`src/rtl/sram_fifo_core_gen2_if.sv`:
```
// rtl/sram_fifo_core_gen2_if.sv - register bus, upstream FIFO, output stream, SRAM and status signals of the FIFO core
interface sram_fifo_core_gen2_if #(
  parameter int ADDR_WIDTH = 20,
  parameter int SRAM_WIDTH = 16,
  parameter int IN_WIDTH   = 32
);
  logic [15:0]           BUS_ADD;
  logic [7:0]            BUS_DATA_IN;
  logic [7:0]            BUS_DATA_OUT;
  logic                  BUS_RD;
  logic                  BUS_WR;
  logic [ADDR_WIDTH-1:0] SRAM_A;
  logic [SRAM_WIDTH-1:0] SRAM_IO_IN;
  logic [SRAM_WIDTH-1:0] SRAM_IO_OUT;
  logic                  SRAM_IO_OE;
  logic                  SRAM_BHE_B;
  logic                  SRAM_BLE_B;
  logic                  SRAM_CE1_B;
  logic                  SRAM_OE_B;
  logic                  SRAM_WE_B;
  logic                  FIFO_READ_NEXT_OUT;
  logic                  FIFO_EMPTY_IN;
  logic [IN_WIDTH-1:0]   FIFO_DATA;
  logic                  OUT_VALID;
  logic                  OUT_READY;
  logic [SRAM_WIDTH-1:0] OUT_DATA;
  logic                  FIFO_NOT_EMPTY;
  logic                  FIFO_FULL;
  logic                  FIFO_NEAR_FULL;
  logic                  FIFO_READ_ERROR;

  modport slave (
    input  BUS_ADD, BUS_DATA_IN, BUS_RD, BUS_WR, SRAM_IO_IN, FIFO_EMPTY_IN, FIFO_DATA, OUT_READY,
    output BUS_DATA_OUT, SRAM_A, SRAM_IO_OUT, SRAM_IO_OE, SRAM_BHE_B, SRAM_BLE_B, SRAM_CE1_B,
           SRAM_OE_B, SRAM_WE_B, FIFO_READ_NEXT_OUT, OUT_VALID, OUT_DATA, FIFO_NOT_EMPTY,
           FIFO_FULL, FIFO_NEAR_FULL, FIFO_READ_ERROR
  );

  modport master (
    output BUS_ADD, BUS_DATA_IN, BUS_RD, BUS_WR, SRAM_IO_IN, FIFO_EMPTY_IN, FIFO_DATA, OUT_READY,
    input  BUS_DATA_OUT, SRAM_A, SRAM_IO_OUT, SRAM_IO_OE, SRAM_BHE_B, SRAM_BLE_B, SRAM_CE1_B,
           SRAM_OE_B, SRAM_WE_B, FIFO_READ_NEXT_OUT, OUT_VALID, OUT_DATA, FIFO_NOT_EMPTY,
           FIFO_FULL, FIFO_NEAR_FULL, FIFO_READ_ERROR
  );
endinterface

```
`src/rtl/sram_fifo_core_gen2.sv`:
```
// rtl/sram_fifo_core_gen2.sv - SRAM ring-buffer FIFO packing upstream words into SRAM words
// Optional peak-count registers 6..8 are built only when SRAM_FIFO_PEAK_EN is defined.
module sram_fifo_core_gen2 #(
  parameter int ADDR_WIDTH    = 20,
  parameter int SRAM_WIDTH    = 16,
  parameter int IN_WIDTH      = 32,
  parameter int NEAR_FULL_PCT = 95
) (
  input  logic                 BUS_CLK,
  input  logic                 BUS_RST_N,
  sram_fifo_core_gen2_if.slave bus
);
  localparam int R  = IN_WIDTH / SRAM_WIDTH;
  localparam int SW = $clog2(R + 1);
  localparam int CW = ADDR_WIDTH + 1;
  localparam int NW = ADDR_WIDTH + 8;
  localparam logic [CW-1:0] DEPTH   = {1'b1, {ADDR_WIDTH{1'b0}}};
  localparam logic [6:0]    THR_RST = 7'(NEAR_FULL_PCT);

  typedef enum logic [2:0] {IDLE, RD_ADDR, RD_LATCH, WR_ADDR, WR_PULSE} state_t;

  state_t                state_q, state_d;
  logic [ADDR_WIDTH-1:0] rd_ptr_q, rd_ptr_d, wr_ptr_q, wr_ptr_d;
  logic [CW-1:0]         count_q, count_d;
  logic [IN_WIDTH-1:0]   hold_q, hold_d;
  logic [SW-1:0]         slices_q, slices_d;
  logic                  out_valid_q, out_valid_d;
  logic [SRAM_WIDTH-1:0] out_data_q, out_data_d;
  logic                  near_full_q, near_full_d;
  logic                  read_error_q, read_error_d;
  logic [6:0]            thr_q, thr_d;
  logic [15:0]           cnt_hi_q, cnt_hi_d;
  logic [7:0]            bus_data_out_q, bus_data_out_d;
  logic [ADDR_WIDTH-1:0] sram_a_q, sram_a_d;
  logic [SRAM_WIDTH-1:0] sram_io_out_q, sram_io_out_d;
  logic                  sram_io_oe_q, sram_io_oe_d;
  logic                  sram_ce_b_q, sram_ce_b_d;
  logic                  sram_oe_b_q, sram_oe_b_d;
  logic                  sram_we_b_q, sram_we_b_d;
`ifdef SRAM_FIFO_PEAK_EN
  logic [CW-1:0]         peak_q, peak_d;
  logic [15:0]           peak_hi_q, peak_hi_d;
  logic [23:0]           peak_ext;
  assign peak_ext = 24'(peak_q);
`endif

  logic        soft_rst, pop, out_fire, full;
  logic [23:0] count_ext;

  assign full      = (count_q == DEPTH);
  assign soft_rst  = bus.BUS_WR && (bus.BUS_ADD == 16'd0);
  assign pop       = (slices_q == '0) && !bus.FIFO_EMPTY_IN && !soft_rst;
  assign out_fire  = out_valid_q && bus.OUT_READY;
  assign count_ext = 24'(count_q);

  always_comb begin
    state_d        = state_q;
    rd_ptr_d       = rd_ptr_q;
    wr_ptr_d       = wr_ptr_q;
    count_d        = count_q;
    hold_d         = hold_q;
    slices_d       = slices_q;
    out_valid_d    = out_valid_q;
    out_data_d     = out_data_q;
    read_error_d   = read_error_q;
    thr_d          = thr_q;
    cnt_hi_d       = cnt_hi_q;
    bus_data_out_d = 8'd0;
    near_full_d    = (NW'(count_q) * NW'(100)) >= (NW'(thr_q) << ADDR_WIDTH);
`ifdef SRAM_FIFO_PEAK_EN
    peak_d         = (count_q > peak_q) ? count_q : peak_q;
    peak_hi_d      = peak_hi_q;
`endif

    if (out_fire)                         out_valid_d  = 1'b0;
    if (bus.OUT_READY && !out_valid_q)    read_error_d = 1'b1;
    if (pop) begin
      hold_d   = bus.FIFO_DATA;
      slices_d = SW'(R);
    end

    // Reads win arbitration so the output register refills as soon as it drains
    case (state_q)
      IDLE: begin
        if ((!out_valid_q || out_fire) && count_q != '0) state_d = RD_ADDR;
        else if (slices_q != '0 && !full)                state_d = WR_ADDR;
      end
      RD_ADDR:  state_d = RD_LATCH;
      RD_LATCH: begin
        state_d     = IDLE;
        out_data_d  = bus.SRAM_IO_IN;
        out_valid_d = 1'b1;
        rd_ptr_d    = rd_ptr_q + ADDR_WIDTH'(1);
        count_d     = count_q - CW'(1);
      end
      WR_ADDR:  state_d = WR_PULSE;
      WR_PULSE: begin
        state_d  = IDLE;
        wr_ptr_d = wr_ptr_q + ADDR_WIDTH'(1);
        count_d  = count_q + CW'(1);
        hold_d   = hold_q >> SRAM_WIDTH;
        slices_d = slices_q - SW'(1);
      end
      default:  state_d = IDLE;
    endcase

    if (bus.BUS_RD) begin
      case (bus.BUS_ADD)
        16'd0: bus_data_out_d = 8'd2;
        16'd1: begin
          bus_data_out_d = count_ext[7:0];
          cnt_hi_d       = count_ext[23:8];
        end
        16'd2: bus_data_out_d = cnt_hi_q[7:0];
        16'd3: bus_data_out_d = cnt_hi_q[15:8];
        16'd4: bus_data_out_d = {1'b0, thr_q};
        16'd5: bus_data_out_d = {5'b0, read_error_q, full, near_full_q};
`ifdef SRAM_FIFO_PEAK_EN
        16'd6: begin
          bus_data_out_d = peak_ext[7:0];
          peak_hi_d      = peak_ext[23:8];
        end
        16'd7: bus_data_out_d = peak_hi_q[7:0];
        16'd8: bus_data_out_d = peak_hi_q[15:8];
`endif
        default: bus_data_out_d = 8'd0;
      endcase
    end

    if (bus.BUS_WR && bus.BUS_ADD == 16'd4 && bus.BUS_DATA_IN != 8'd0 && bus.BUS_DATA_IN <= 8'd100)
      thr_d = bus.BUS_DATA_IN[6:0];
`ifdef SRAM_FIFO_PEAK_EN
    if (bus.BUS_WR && bus.BUS_ADD == 16'd6) peak_d = '0;
`endif

    if (soft_rst) begin
      state_d      = IDLE;
      rd_ptr_d     = '0;
      wr_ptr_d     = '0;
      count_d      = '0;
      hold_d       = '0;
      slices_d     = '0;
      out_valid_d  = 1'b0;
      out_data_d   = '0;
      near_full_d  = 1'b0;
      read_error_d = 1'b0;
      thr_d        = THR_RST;
`ifdef SRAM_FIFO_PEAK_EN
      peak_d       = '0;
`endif
    end

    // SRAM pins are registered from the next state, so a soft reset releases WE_B/OE_B on the same edge
    sram_ce_b_d   = 1'b1;
    sram_oe_b_d   = 1'b1;
    sram_we_b_d   = 1'b1;
    sram_io_oe_d  = 1'b0;
    sram_a_d      = sram_a_q;
    sram_io_out_d = sram_io_out_q;
    case (state_d)
      RD_ADDR, RD_LATCH: begin
        sram_ce_b_d = 1'b0;
        sram_oe_b_d = 1'b0;
        sram_a_d    = rd_ptr_d;
      end
      WR_ADDR, WR_PULSE: begin
        sram_ce_b_d   = 1'b0;
        sram_io_oe_d  = 1'b1;
        sram_we_b_d   = (state_d != WR_PULSE);
        sram_a_d      = wr_ptr_d;
        sram_io_out_d = hold_d[SRAM_WIDTH-1:0];
      end
      default: ;
    endcase
  end

  always_ff @(posedge BUS_CLK or negedge BUS_RST_N) begin
    if (!BUS_RST_N) begin
      state_q        <= IDLE;
      rd_ptr_q       <= '0;
      wr_ptr_q       <= '0;
      count_q        <= '0;
      hold_q         <= '0;
      slices_q       <= '0;
      out_valid_q    <= 1'b0;
      out_data_q     <= '0;
      near_full_q    <= 1'b0;
      read_error_q   <= 1'b0;
      thr_q          <= THR_RST;
      cnt_hi_q       <= '0;
      bus_data_out_q <= '0;
      sram_a_q       <= '0;
      sram_io_out_q  <= '0;
      sram_io_oe_q   <= 1'b0;
      sram_ce_b_q    <= 1'b1;
      sram_oe_b_q    <= 1'b1;
      sram_we_b_q    <= 1'b1;
`ifdef SRAM_FIFO_PEAK_EN
      peak_q         <= '0;
      peak_hi_q      <= '0;
`endif
    end else begin
      state_q        <= state_d;
      rd_ptr_q       <= rd_ptr_d;
      wr_ptr_q       <= wr_ptr_d;
      count_q        <= count_d;
      hold_q         <= hold_d;
      slices_q       <= slices_d;
      out_valid_q    <= out_valid_d;
      out_data_q     <= out_data_d;
      near_full_q    <= near_full_d;
      read_error_q   <= read_error_d;
      thr_q          <= thr_d;
      cnt_hi_q       <= cnt_hi_d;
      bus_data_out_q <= bus_data_out_d;
      sram_a_q       <= sram_a_d;
      sram_io_out_q  <= sram_io_out_d;
      sram_io_oe_q   <= sram_io_oe_d;
      sram_ce_b_q    <= sram_ce_b_d;
      sram_oe_b_q    <= sram_oe_b_d;
      sram_we_b_q    <= sram_we_b_d;
`ifdef SRAM_FIFO_PEAK_EN
      peak_q         <= peak_d;
      peak_hi_q      <= peak_hi_d;
`endif
    end
  end

  assign bus.BUS_DATA_OUT       = bus_data_out_q;
  assign bus.SRAM_A             = sram_a_q;
  assign bus.SRAM_IO_OUT        = sram_io_out_q;
  assign bus.SRAM_IO_OE         = sram_io_oe_q;
  assign bus.SRAM_BHE_B         = 1'b0;
  assign bus.SRAM_BLE_B         = 1'b0;
  assign bus.SRAM_CE1_B         = sram_ce_b_q;
  assign bus.SRAM_OE_B          = sram_oe_b_q;
  assign bus.SRAM_WE_B          = sram_we_b_q;
  assign bus.FIFO_READ_NEXT_OUT = pop;
  assign bus.OUT_VALID          = out_valid_q;
  assign bus.OUT_DATA           = out_data_q;
  assign bus.FIFO_NOT_EMPTY     = (count_q != '0) || out_valid_q;
  assign bus.FIFO_FULL          = full;
  assign bus.FIFO_NEAR_FULL     = near_full_q;
  assign bus.FIFO_READ_ERROR    = read_error_q;
endmodule
```
`src/flat_wrapper.sv`:
```
// flat-port wrapper written by rule: the top's interface ports become plain ports
module sram_fifo_core_gen2_flat 
#(
  parameter int ADDR_WIDTH    = 20,
  parameter int SRAM_WIDTH    = 16,
  parameter int IN_WIDTH      = 32,
  parameter int NEAR_FULL_PCT = 95
)
  (BUS_CLK, BUS_RST_N, bus_BUS_ADD, bus_BUS_DATA_IN, bus_BUS_RD, bus_BUS_WR, bus_SRAM_IO_IN, bus_FIFO_EMPTY_IN, bus_FIFO_DATA, bus_OUT_READY, bus_BUS_DATA_OUT, bus_SRAM_A, bus_SRAM_IO_OUT, bus_SRAM_IO_OE, bus_SRAM_BHE_B, bus_SRAM_BLE_B, bus_SRAM_CE1_B, bus_SRAM_OE_B, bus_SRAM_WE_B, bus_FIFO_READ_NEXT_OUT, bus_OUT_VALID, bus_OUT_DATA, bus_FIFO_NOT_EMPTY, bus_FIFO_FULL, bus_FIFO_NEAR_FULL, bus_FIFO_READ_ERROR);
  sram_fifo_core_gen2_if #(.ADDR_WIDTH(ADDR_WIDTH), .SRAM_WIDTH(SRAM_WIDTH), .IN_WIDTH(IN_WIDTH)) bus_i ();
  input  logic BUS_CLK;
  input  logic BUS_RST_N;
  input wire logic [$bits(bus_i.BUS_ADD)-1:0] bus_BUS_ADD;
  input wire logic [$bits(bus_i.BUS_DATA_IN)-1:0] bus_BUS_DATA_IN;
  input wire logic [$bits(bus_i.BUS_RD)-1:0] bus_BUS_RD;
  input wire logic [$bits(bus_i.BUS_WR)-1:0] bus_BUS_WR;
  input wire logic [$bits(bus_i.SRAM_IO_IN)-1:0] bus_SRAM_IO_IN;
  input wire logic [$bits(bus_i.FIFO_EMPTY_IN)-1:0] bus_FIFO_EMPTY_IN;
  input wire logic [$bits(bus_i.FIFO_DATA)-1:0] bus_FIFO_DATA;
  input wire logic [$bits(bus_i.OUT_READY)-1:0] bus_OUT_READY;
  output wire logic [$bits(bus_i.BUS_DATA_OUT)-1:0] bus_BUS_DATA_OUT;
  output wire logic [$bits(bus_i.SRAM_A)-1:0] bus_SRAM_A;
  output wire logic [$bits(bus_i.SRAM_IO_OUT)-1:0] bus_SRAM_IO_OUT;
  output wire logic [$bits(bus_i.SRAM_IO_OE)-1:0] bus_SRAM_IO_OE;
  output wire logic [$bits(bus_i.SRAM_BHE_B)-1:0] bus_SRAM_BHE_B;
  output wire logic [$bits(bus_i.SRAM_BLE_B)-1:0] bus_SRAM_BLE_B;
  output wire logic [$bits(bus_i.SRAM_CE1_B)-1:0] bus_SRAM_CE1_B;
  output wire logic [$bits(bus_i.SRAM_OE_B)-1:0] bus_SRAM_OE_B;
  output wire logic [$bits(bus_i.SRAM_WE_B)-1:0] bus_SRAM_WE_B;
  output wire logic [$bits(bus_i.FIFO_READ_NEXT_OUT)-1:0] bus_FIFO_READ_NEXT_OUT;
  output wire logic [$bits(bus_i.OUT_VALID)-1:0] bus_OUT_VALID;
  output wire logic [$bits(bus_i.OUT_DATA)-1:0] bus_OUT_DATA;
  output wire logic [$bits(bus_i.FIFO_NOT_EMPTY)-1:0] bus_FIFO_NOT_EMPTY;
  output wire logic [$bits(bus_i.FIFO_FULL)-1:0] bus_FIFO_FULL;
  output wire logic [$bits(bus_i.FIFO_NEAR_FULL)-1:0] bus_FIFO_NEAR_FULL;
  output wire logic [$bits(bus_i.FIFO_READ_ERROR)-1:0] bus_FIFO_READ_ERROR;
  assign bus_i.BUS_ADD = bus_BUS_ADD;
  assign bus_i.BUS_DATA_IN = bus_BUS_DATA_IN;
  assign bus_i.BUS_RD = bus_BUS_RD;
  assign bus_i.BUS_WR = bus_BUS_WR;
  assign bus_i.SRAM_IO_IN = bus_SRAM_IO_IN;
  assign bus_i.FIFO_EMPTY_IN = bus_FIFO_EMPTY_IN;
  assign bus_i.FIFO_DATA = bus_FIFO_DATA;
  assign bus_i.OUT_READY = bus_OUT_READY;
  assign bus_BUS_DATA_OUT = bus_i.BUS_DATA_OUT;
  assign bus_SRAM_A = bus_i.SRAM_A;
  assign bus_SRAM_IO_OUT = bus_i.SRAM_IO_OUT;
  assign bus_SRAM_IO_OE = bus_i.SRAM_IO_OE;
  assign bus_SRAM_BHE_B = bus_i.SRAM_BHE_B;
  assign bus_SRAM_BLE_B = bus_i.SRAM_BLE_B;
  assign bus_SRAM_CE1_B = bus_i.SRAM_CE1_B;
  assign bus_SRAM_OE_B = bus_i.SRAM_OE_B;
  assign bus_SRAM_WE_B = bus_i.SRAM_WE_B;
  assign bus_FIFO_READ_NEXT_OUT = bus_i.FIFO_READ_NEXT_OUT;
  assign bus_OUT_VALID = bus_i.OUT_VALID;
  assign bus_OUT_DATA = bus_i.OUT_DATA;
  assign bus_FIFO_NOT_EMPTY = bus_i.FIFO_NOT_EMPTY;
  assign bus_FIFO_FULL = bus_i.FIFO_FULL;
  assign bus_FIFO_NEAR_FULL = bus_i.FIFO_NEAR_FULL;
  assign bus_FIFO_READ_ERROR = bus_i.FIFO_READ_ERROR;
  sram_fifo_core_gen2 #(.ADDR_WIDTH(ADDR_WIDTH), .SRAM_WIDTH(SRAM_WIDTH), .IN_WIDTH(IN_WIDTH), .NEAR_FULL_PCT(NEAR_FULL_PCT)) u_core (.BUS_CLK(BUS_CLK), .BUS_RST_N(BUS_RST_N), .bus(bus_i));
endmodule
```
`config.mk`:
```
export PLATFORM = sky130hd
export DESIGN_NAME = sram_fifo_core_gen2_flat
export DESIGN_NICKNAME = d
export VERILOG_FILES = /design/src/rtl/sram_fifo_core_gen2_if.sv /design/src/rtl/sram_fifo_core_gen2.sv /design/src/flat_wrapper.sv
export SDC_FILE = /design/constraint.sdc
export NUM_CORES = 1
export LEC_CHECK = 0
export ABC_AREA = 1
export CORE_ASPECT_RATIO = 1.25
export CORE_UTILIZATION = 50
export CTS_BUF_LIST = sky130_fd_sc_hd__clkbuf_4 sky130_fd_sc_hd__clkbuf_8
export CTS_CLUSTER_SIZE = 24
export DETAILED_ROUTE_END_ITERATION = 16
export GPL_TIMING_DRIVEN = 0
export PLACE_DENSITY = 0.77
export SETUP_SLACK_MARGIN = 0.2
export SLEW_MARGIN = 10
export SYNTH_ARGS = -nofsm -noshare
export SYNTH_HDL_FRONTEND = slang
export SYNTH_SLANG_ARGS = --single-unit
```
`constraint.sdc`:
```
create_clock -name BUS_CLK -period 5.6 [get_ports BUS_CLK]
set_input_delay 1.4 -clock BUS_CLK [delete_from_list [all_inputs] [get_ports BUS_CLK]]
set_output_delay 1.4 -clock BUS_CLK [all_outputs]
set_load 0.01 [all_outputs]
```
# Word-level counts from Yosys, hierarchy flattened
# Cells that the tools add are included.
# word_totals
reg_bits	185
output_inout_bits	72
# classes
n_addsub	5
n_lt_le_gt_ge	2
reduce_logical	33
eq_ne	15
mul	1
n_mux	33
# op_table
cell	n
32-bit two-way mux	3
20-bit two-way mux	4
8-bit case mux with 6 select lines	1
21-bit case mux with 2 select lines	1
20-bit by 1-bit adder with 20-bit output, second input constant	2
20-bit case mux with 2 select lines	1
16-bit by 2-bit == test with 1-bit output, second input constant	2
16-bit by 3-bit == test with 1-bit output, second input constant	2
16-bit two-way mux	2
28-bit by 27-bit greater-or-equal comparator with 1-bit output	1
21-bit by 5-bit multiplier with 26-bit output, second input constant	1
21-bit by 1-bit adder with 21-bit output, second input constant	1
21-bit == test, second input constant	1
21-bit two-way mux	1
21-bit nonzero test	1
21-bit by 1-bit subtractor with 21-bit output, second input constant	1
16-bit by 1-bit == test with 1-bit output, second input constant	1
16-bit logical NOT	1
7-bit two-way mux	2
3-bit by 2-bit == test with 1-bit output, second input constant	4
1-bit logical AND	10
1-bit two-way mux	10
2-bit nonzero test	5
3-bit two-way mux	3
17 further kinds	28

# Depth between registers and ports, before layout
# Gate-level depths: netlist of run 1.
# logic_depth
ltp_word	10
depth_mapped	26

# Least setup slack after synthesis of run 1
# Ideal clock, no wire load.
# synth_timing
path_kind	register to register
from	register u_core.count_q[12]
to	register u_core.near_full_q (netlist: u_core.bus.FIFO_NEAR_FULL)
setup_time_ns	0.134
slack_ns	1.699
required_time_ns	5.466
arrival_time_ns	3.767
path_stages_with_launch	26
synth_period_minus_slack_ns	3.901
cell_sequence	dfrtp_1 inv_1 ha_1 ha_1 inv_1 fa_1 inv_1 ha_1 nand2_1 nor2_1 nand2_1 inv_1 nand2_1 nand2_1 a21oi_1 o21ai_0 nand2_1 nand4_1 nand2_1 ha_1 a21oi_1 o21bai_1 nor3b_1 nand2_1 inv_1 a21oi_1
# synth_via
elab_chain_len	3
# synth_rtl
item	line	source
start, declared	sram_fifo_core_gen2.sv:24	logic [CW-1:0] count_q, count_d;
start signal, assigned	sram_fifo_core_gen2.sv:206	count_q <= count_d;
21-bit by 5-bit multiplier with 26-bit output	sram_fifo_core_gen2.sv:69	near_full_d = (NW'(count_q) * NW'(100)) >= (NW'(thr_q) << ADDR_WIDTH);
28-bit by 27-bit greater-or-equal comparator with 1-bit output	sram_fifo_core_gen2.sv:69	
1-bit two-way mux	sram_fifo_core_gen2.sv:136	if (soft_rst) begin
named net u_core.near_full_d	sram_fifo_core_gen2.sv:29	logic near_full_q, near_full_d;
end signal, assigned	sram_fifo_core_gen2.sv:211	near_full_q <= near_full_d;
end, declared	sram_fifo_core_gen2.sv:29	
# The timed path passes the listed nets, and every way through them passes these cells.
# A chain may end at the register's enable or synchronous reset.

# Final worst setup path of run 1
# layout_timing
from	input bus_BUS_ADD[1]
to	output bus_FIFO_READ_NEXT_OUT
# layout_via
elab_chain_len	4
# layout_rtl
item	line	source
start, declared	flat_wrapper.sv:13	input wire logic [$bits(bus_i.BUS_ADD)-1:0] bus_BUS_ADD;
16-bit logical NOT	sram_fifo_core_gen2.sv:51	assign soft_rst = bus.BUS_WR && (bus.BUS_ADD == 16'd0);
1-bit logical AND	sram_fifo_core_gen2.sv:51	
1-bit logical NOT	sram_fifo_core_gen2.sv:52	assign pop = (slices_q == '0) && !bus.FIFO_EMPTY_IN && !soft_rst;
1-bit logical AND	sram_fifo_core_gen2.sv:52	
end, declared	flat_wrapper.sv:30	output wire logic [$bits(bus_i.FIFO_READ_NEXT_OUT)-1:0] bus_FIFO_READ_NEXT_OUT;
# Every way passes these cells.

==> results of run 1 <==
## logic make-up after synthesis
group	Yosys count
simple gates	670
buf+inv	270
compound gates	216
flops	185
fa+ha+maj	123
xor+xnor	32
other cells	1
## per-layer routing
layer	GRT usage, %	up-vias	wire length [um]
met3	3.76	64	1420
met5	0	-	0
li1	-	5182	-
met1	33.0	5062	13100
met4	10.1	0	979
met2	47.4	277	16100
## layout make-up
cell class / count / area [um2]
clock inverter: 15 / 174
timing repair buffer: 148 / 1500
sequential: 185 / 4640
clock buffer: 17 / 234
tap: 288 / 360
multi-input combinational: 1043 / 6120
buffer: 30 / 153
inverter: 240 / 905
fill: 2008 / 8950
## sequential cells by signal, indices dropped and copies added, names as in the netlist, 2 cells and up
signal and cells:
u_core.cnt_hi_q 13, u_core.rd_ptr_q 20, u_core.slices_q 2, u_core.bus.SRAM_IO_OUT 16
u_core.thr_q 7, u_core.state_q 3, u_core.hold_q 32, u_core.bus.BUS_DATA_OUT 8
u_core.bus.SRAM_A 20, u_core.bus.OUT_DATA 16, u_core.count_q 21, u_core.wr_ptr_q 20
## worst max-delay path: cells and delay by family
family,cells,cell delay [ns]
buffers and inverters,6,1.81
AND/OR/NAND/NOR,4,0.64
## cell usage in the layout, fill, tap and decap left out, types with 6 or more instances in the layout
cell type / n
nand3_1: 100
dfstp_2: 9
a22o_1: 16
nor2_2: 6
nand4_1: 24
clkbuf_1: 11
ha_1: 106
a21oi_1: 59
buf_2: 10
inv_1: 229
o32ai_1: 14
o221ai_1: 7
o22ai_1: 11
o21ai_0: 83
dfrtp_1: 176
nor2_1: 125
inv_2: 9
a22oi_1: 6
inv_6: 8
xnor2_1: 11
clkbuf_8: 17
nor3_1: 14
fa_1: 17
nand2_1: 378
clkdlybuf4s50_1: 146
xor2_1: 21
## power by group through the flow
stage	clock network, mW	registers, mW	logic (mW)
floorplan	0	2.08	4.88
global placement	0	2.09	6.57
detailed placement	0	2.10	6.74
CTS	0.950	2.08	6.78
global route	1.01	2.12	7.75
finish	0.939	2.08	6.80
## metrics by stage
stage / util, % / setup TNS [ns]
2_1_floorplan: - / 0
3_3_place_gp: 59.2 / -796.12
3_5_place_dp: 59.4 / 0
4_1_cts: 61.1 / 0
5_1_grt: 61.2 / 0
6_report: 61.2 / 0
## final timing paths
| check | slack, ns | cells after the start | end |
|---|---|---|---|
| worst max-delay path | 0.32 | 10 | bus_FIFO_READ_NEXT_OUT |
| min in group asynchronous | 0.90 | 1 | u_core.thr_q[5]$_DFFE_PN0P_ |
| worst max register to register | 0.95 | 24 | u_core.bus.FIFO_NEAR_FULL$_DFF_PN0_ |
| max in group asynchronous | 3.77 | 2 | u_core.bus.SRAM_IO_OUT[5]$_DFFE_PN0P_ |
| worst min-delay path | 0.49 | 2 | u_core.bus.SRAM_IO_OUT[3]$_DFFE_PN0P_ |
| worst min register to register | 0.49 | 2 | u_core.bus.SRAM_IO_OUT[3]$_DFFE_PN0P_ |
## synthesized netlist by cell type, drive strengths merged (3+ instances only)
cell type / count
nand2: 380
inv: 238
dfrtp: 176
nor2: 133
ha: 106
nand3: 105
o21ai: 83
a21oi: 60
nand4: 24
xor2: 21
buf: 18
fa: 17
nor3: 17
a22o: 16
o32ai: 14
clkbuf: 12
o22ai: 11
xnor2: 11
dfstp: 9
o221ai: 7
a22oi: 6
or2: 5
a21o: 3
nor3b: 3
o21bai: 3
==> impl_metrics.env, run 1 <==
export IMPL_status="complete, no violations"
export IMPL_drtIter0Drc=701
export IMPL_timing_critical_path_from="bus_BUS_ADD[1]"
export IMPL_syn_area_um2=11800
export IMPL_grt_util_all_layers_pct=26.8
export IMPL_die_x_um=139
export IMPL_pwr_density_cell_nw_per_um2=697
export IMPL_dp_hpwl_mm=24.8
export IMPL_hold_viol=0
export IMPL_power_switching_mw=5.04
export IMPL_finClkSkew_ns=0.0198
export IMPL_post_cts_buffers=0
export IMPL_num_io_pins=150
export IMPL_final_cell_area_um2=14100
export IMPL_synth_xor_area_share_pct=2.37
export IMPL_hold_slack_ns=0.491
export IMPL_cp_data_required_time_ns=4.20
export IMPL_min_period_ns=5.28
export IMPL_clock_latency_ns=0.50
export IMPL_root_buffer="clkbuf_8"
export IMPL_drc_errors=0
export IMPL_drive_above_1_share_pct=5.60
export IMPL_wl_per_cell_um=16.0
export IMPL_irDropWorstVdd_mv=0.586
export IMPL_avgSynthCellArea_um2=7.89
export IMPL_path_clk_slew_ns=0.10
export IMPL_slowest_delay_ns=0.50
export IMPL_start_kind="primary input"
export IMPL_r2r_start="u_core.count_q[9]$_DFFE_PN0P_"
export IMPL_fp_coreArea_um2=23000
export IMPL_die_area_um2=24200
export IMPL_ant_nets=0
export IMPL_grt_first_pass_wirelength_mm=51.3
export IMPL_hp_start="u_core.bus.SRAM_IO_OUT[3]$_DFFE_PN0P_"
export IMPL_rsz0062_at_grt="no"
export IMPL_worst_pin_slew_ns=0.714
export IMPL_crit_type="in -> out"
export IMPL_synth_top_area_cell="dfrtp_1"
export IMPL_cpMaxStageDelayCell="clkdlybuf4s50_1"
export IMPL_p_leak_nw=7.25
export IMPL_grt_antenna_before_repair=0
export IMPL_cp_arrival_ns=3.88
export IMPL_synthArstFlopShare_pct=100
export IMPL_fp_dieH_um=174
export IMPL_placedCellCount=1934
export IMPL_stdcell_count=1966
export IMPL_min_path_type="reg -> reg"
export IMPL_ys_flop_type="dfrtp_1"
export IMPL_cts_hold_buf=0
export IMPL_setup_ws_ns=0.322
export IMPL_syn_inst=1497
export IMPL_portBuffers=147
export IMPL_dpl_cell_area_um2=13700
export IMPL_combPwrFrac_pct=69.3
export IMPL_dp_slack_ns=0.295
export IMPL_sequentialPowerShare_pct=21.2
export IMPL_nNetsFinal=1866
export IMPL_end_kind="primary output"
export IMPL_diodes=0
export IMPL_viasPerCell=5.38
export IMPL_grt_max_degree=101
export IMPL_synthAdderAreaFrac_pct=14.1
export IMPL_cts_buffers=17
export IMPL_slew_limit_headroom_pct=51.9
export IMPL_period_share_pct=94.2
export IMPL_htree_num_levels=4
export IMPL_start_util_pct=51.2
export IMPL_routed_wl_mm=31.5
export IMPL_synth_compound_area_share_pct=11.1
export IMPL_synthSimpleGateAreaFrac_pct=24.1
export IMPL_synth_top_cells_by_area="dfrtp_1 37%, nand2_1 12%, ha_1 11%, inv_1 7.3%, nand3_1 4.2%"
export IMPL_cts_tree="built"
export IMPL_cts_resized=0
export IMPL_vias=10600
export IMPL_power_mw=9.82
export IMPL_seq_area_frac_synth_pct=39.3
export IMPL_internal_power_mw=4.79
export IMPL_dr_pass1_iters=7
export IMPL_cts_sinks=185
export IMPL_grt_pass1_vias=10500
export IMPL_cts_buffer_depth=2
export IMPL_timing_fmax_mhz=189
export IMPL_path_max_fanout=10
export IMPL_grt_overflow=0
export IMPL_drv_cap=0
export IMPL_muxShareOfSynthArea_pct=0
export IMPL_area_growth_pct=19.4
export IMPL_num_rows=62
export IMPL_drv_slew=0
export IMPL_p_clk_share_pct=9.6
export IMPL_ys_types=49
export IMPL_ys_ff_latch=185
export IMPL_yosys_warnings=0
export IMPL_p_sw_share_pct=51.3
export IMPL_synth_top_cell_area_share_pct=37.3
export IMPL_gp_congestion=0.951
export IMPL_final_setup_viol_count=0
export IMPL_crit_chain="clkdlybuf4s50_1 > inv_2 > nand2_1 > nor3_2 > nand3_4 > buf_2 > nand2_1 > clkinvlp_4 > buf_2 > clkdlybuf4s50_1"
export IMPL_synth_edf_count=0
export IMPL_synth_top_family_by_area="simple AND/OR/NAND/NOR gates"
Note: power is estimated with default switching activity, not from simulation.
==> run 2, diff against run 1 <==
PLACE_DENSITY = default   (was 0.77)
PLACE_DENSITY_LB_ADDON = 0.25   (was default)
==> impl_metrics.env, run 2 (synthesis results as in run 1) <==
export IMPL_min_period_ns=5.26
export IMPL_wl_per_cell_um=15.9
export IMPL_finClkSkew_ns=0.0117
export IMPL_portBuffers=147
export IMPL_cts_tree="built"
export IMPL_drv_slew=0
export IMPL_grt_pass1_vias=10200
export IMPL_period_share_pct=94.0
export IMPL_rsz0062_at_grt="no"
export IMPL_dp_hpwl_mm=24.3
export IMPL_grt_first_pass_wirelength_mm=50.5
export IMPL_nFillCells=2075
export IMPL_drc_errors=0
export IMPL_slew_limit_headroom_pct=52.1
export IMPL_gp_congestion=0.961
export IMPL_start_util_pct=51.2
export IMPL_nNetsFinal=1868
export IMPL_power_mw=9.77
export IMPL_p_clk_share_pct=9.4
export IMPL_htree_num_levels=4
export IMPL_clock_latency_ns=0.49
export IMPL_path_clk_slew_ns=0.11
export IMPL_vias=10500
export IMPL_cts_buffer_depth=2
export IMPL_final_cell_mix="378 x nand2_1, 229 x inv_1, 176 x dfrtp_1"
export IMPL_num_rows=62
export IMPL_largest_reg_flops=32
export IMPL_cts_hold_buf=0
export IMPL_min_path_type="reg -> reg"
export IMPL_p_leak_nw=7.26
export IMPL_cts_buffers=17
export IMPL_grt_max_degree=110
export IMPL_grt_antenna_before_repair=0
export IMPL_placedCellCount=1934
export IMPL_cp_arrival_ns=3.86
export IMPL_hold_slack_ns=0.489
export IMPL_grt_overflow=0
export IMPL_routed_wl_mm=31.3
export IMPL_fp_dieH_um=174
export IMPL_die_area_um2=24200
export IMPL_dp_slack_ns=0.259
export IMPL_power_switching_mw=5.02
export IMPL_stdcell_count=1968
export IMPL_cp_data_required_time_ns=4.20
export IMPL_setup_ws_ns=0.335
export IMPL_worst_pin_slew_ns=0.719
export IMPL_reg_top3="u_core.hold_q (32), u_core.count_q (21)"
export IMPL_start_kind="primary input"
export IMPL_internal_power_mw=4.75
export IMPL_fp_coreArea_um2=23000
export IMPL_status="complete, no violations"
export IMPL_grt_util_all_layers_pct=26.5
export IMPL_cts_sinks=185
export IMPL_dr_pass1_iters=5
export IMPL_p_sw_share_pct=51.4
export IMPL_drive_above_1_share_pct=5.71
export IMPL_area_growth_pct=19.4
export IMPL_sequentialPowerShare_pct=21.1
export IMPL_timing_fmax_mhz=190
export IMPL_ant_nets=0
export IMPL_die_x_um=139
export IMPL_top_register="u_core.hold_q"
export IMPL_final_setup_viol_count=0
export IMPL_combPwrFrac_pct=69.5
export IMPL_num_io_pins=150
export IMPL_hold_viol=0
export IMPL_final_cell_area_um2=14100
export IMPL_crit_type="in -> out"
export IMPL_drtIter0Drc=645
export IMPL_final_common_cell="nand2_1"
export IMPL_path_max_fanout=10
export IMPL_diodes=0
export IMPL_pwr_density_cell_nw_per_um2=693
export IMPL_drv_cap=0
export IMPL_root_buffer="clkbuf_8"
export IMPL_irDropWorstVdd_mv=0.400
export IMPL_end_kind="primary output"
export IMPL_dpl_cell_area_um2=13700
export IMPL_viasPerCell=5.36
[run 2: final timing paths]
path / start / end / slack (ns) / depth (start not counted)
max in group asynchronous: BUS_RST_N / u_core.bus.OUT_DATA[0]$_DFFE_PN0P_ / 3.78 / 2
min reg2reg: u_core.bus.SRAM_IO_OUT[3]$_DFFE_PN0P_ / u_core.bus.SRAM_IO_OUT[3]$_DFFE_PN0P_ / 0.49 / 2
min: u_core.bus.SRAM_IO_OUT[3]$_DFFE_PN0P_ / u_core.bus.SRAM_IO_OUT[3]$_DFFE_PN0P_ / 0.49 / 2
max: bus_BUS_ADD[1] / bus_FIFO_READ_NEXT_OUT / 0.34 / 10
max reg2reg: u_core.count_q[11]$_DFFE_PN0P_ / u_core.bus.FIFO_NEAR_FULL$_DFF_PN0_ / 0.93 / 23
min in group asynchronous: BUS_RST_N / u_core.bus.SRAM_A[12]$_DFFE_PN0N_ / 0.88 / 1
[run 2: power by group through the flow]
stage	Combinational [mW]	Clock [mW]	Sequential, mW
3_5_place_dp	6.76	0	2.09
3_3_place_gp	6.61	0	2.09
6_report	6.79	0.921	2.06
4_1_cts	6.80	0.936	2.06
5_1_grt	7.76	0.985	2.11
2_1_floorplan	4.88	0	2.08
[run 2: critical path, cell delays in order]
cell             delay [ns]
clkdlybuf4s50_1        0.51
inv_2                  0.13
nand2_1                0.09
nor3_2                 0.20
nand3_2                0.21
clkbuf_4               0.28
nand2_1                0.16
clkinvlp_4             0.17
buf_2                  0.22
clkdlybuf4s50_1        0.50
[run 2: what timing repair did]
action,CTS,global route
buffers inserted,0,2
resized for setup,0,2
endpoints found under the setup margin,0,1
[run 2: final cells by class]
| class | instances | area, um2 | share of cell area [%] |
|---|---|---|---|
| plain buffers | 30 | 155 | 1.10 |
| repair buffers | 150 | 1520 | 10.8 |
| clock buffers | 17 | 234 | 1.66 |
| flip-flops and latches | 185 | 4640 | 32.9 |
| inverters | 240 | 905 | 6.42 |
| clock inverters | 15 | 161 | 1.15 |
| well taps | 288 | 360 | 2.56 |
| multi-input cells | 1043 | 6120 | 43.4 |
[run 2: stage by stage]
stage,TNS (ns),util (%)
3_5_place_dp,0,59.4
6_report,0,61.2
5_1_grt,0,61.2
4_1_cts,0,61.1
3_3_place_gp,-813.75,59.2
2_1_floorplan,0,-
[run 2: routing by layer]
metal / global-route usage (%) / share of wire (%) / vias to the layer above
li1: - / - / 5205
met1: 31.9 / 41 / 5029
met2: 47.6 / 52 / 249
met3: 3.23 / 3.6 / 59
met4: 11.0 / 2.8 / 0
met5: 0 / 0 / -
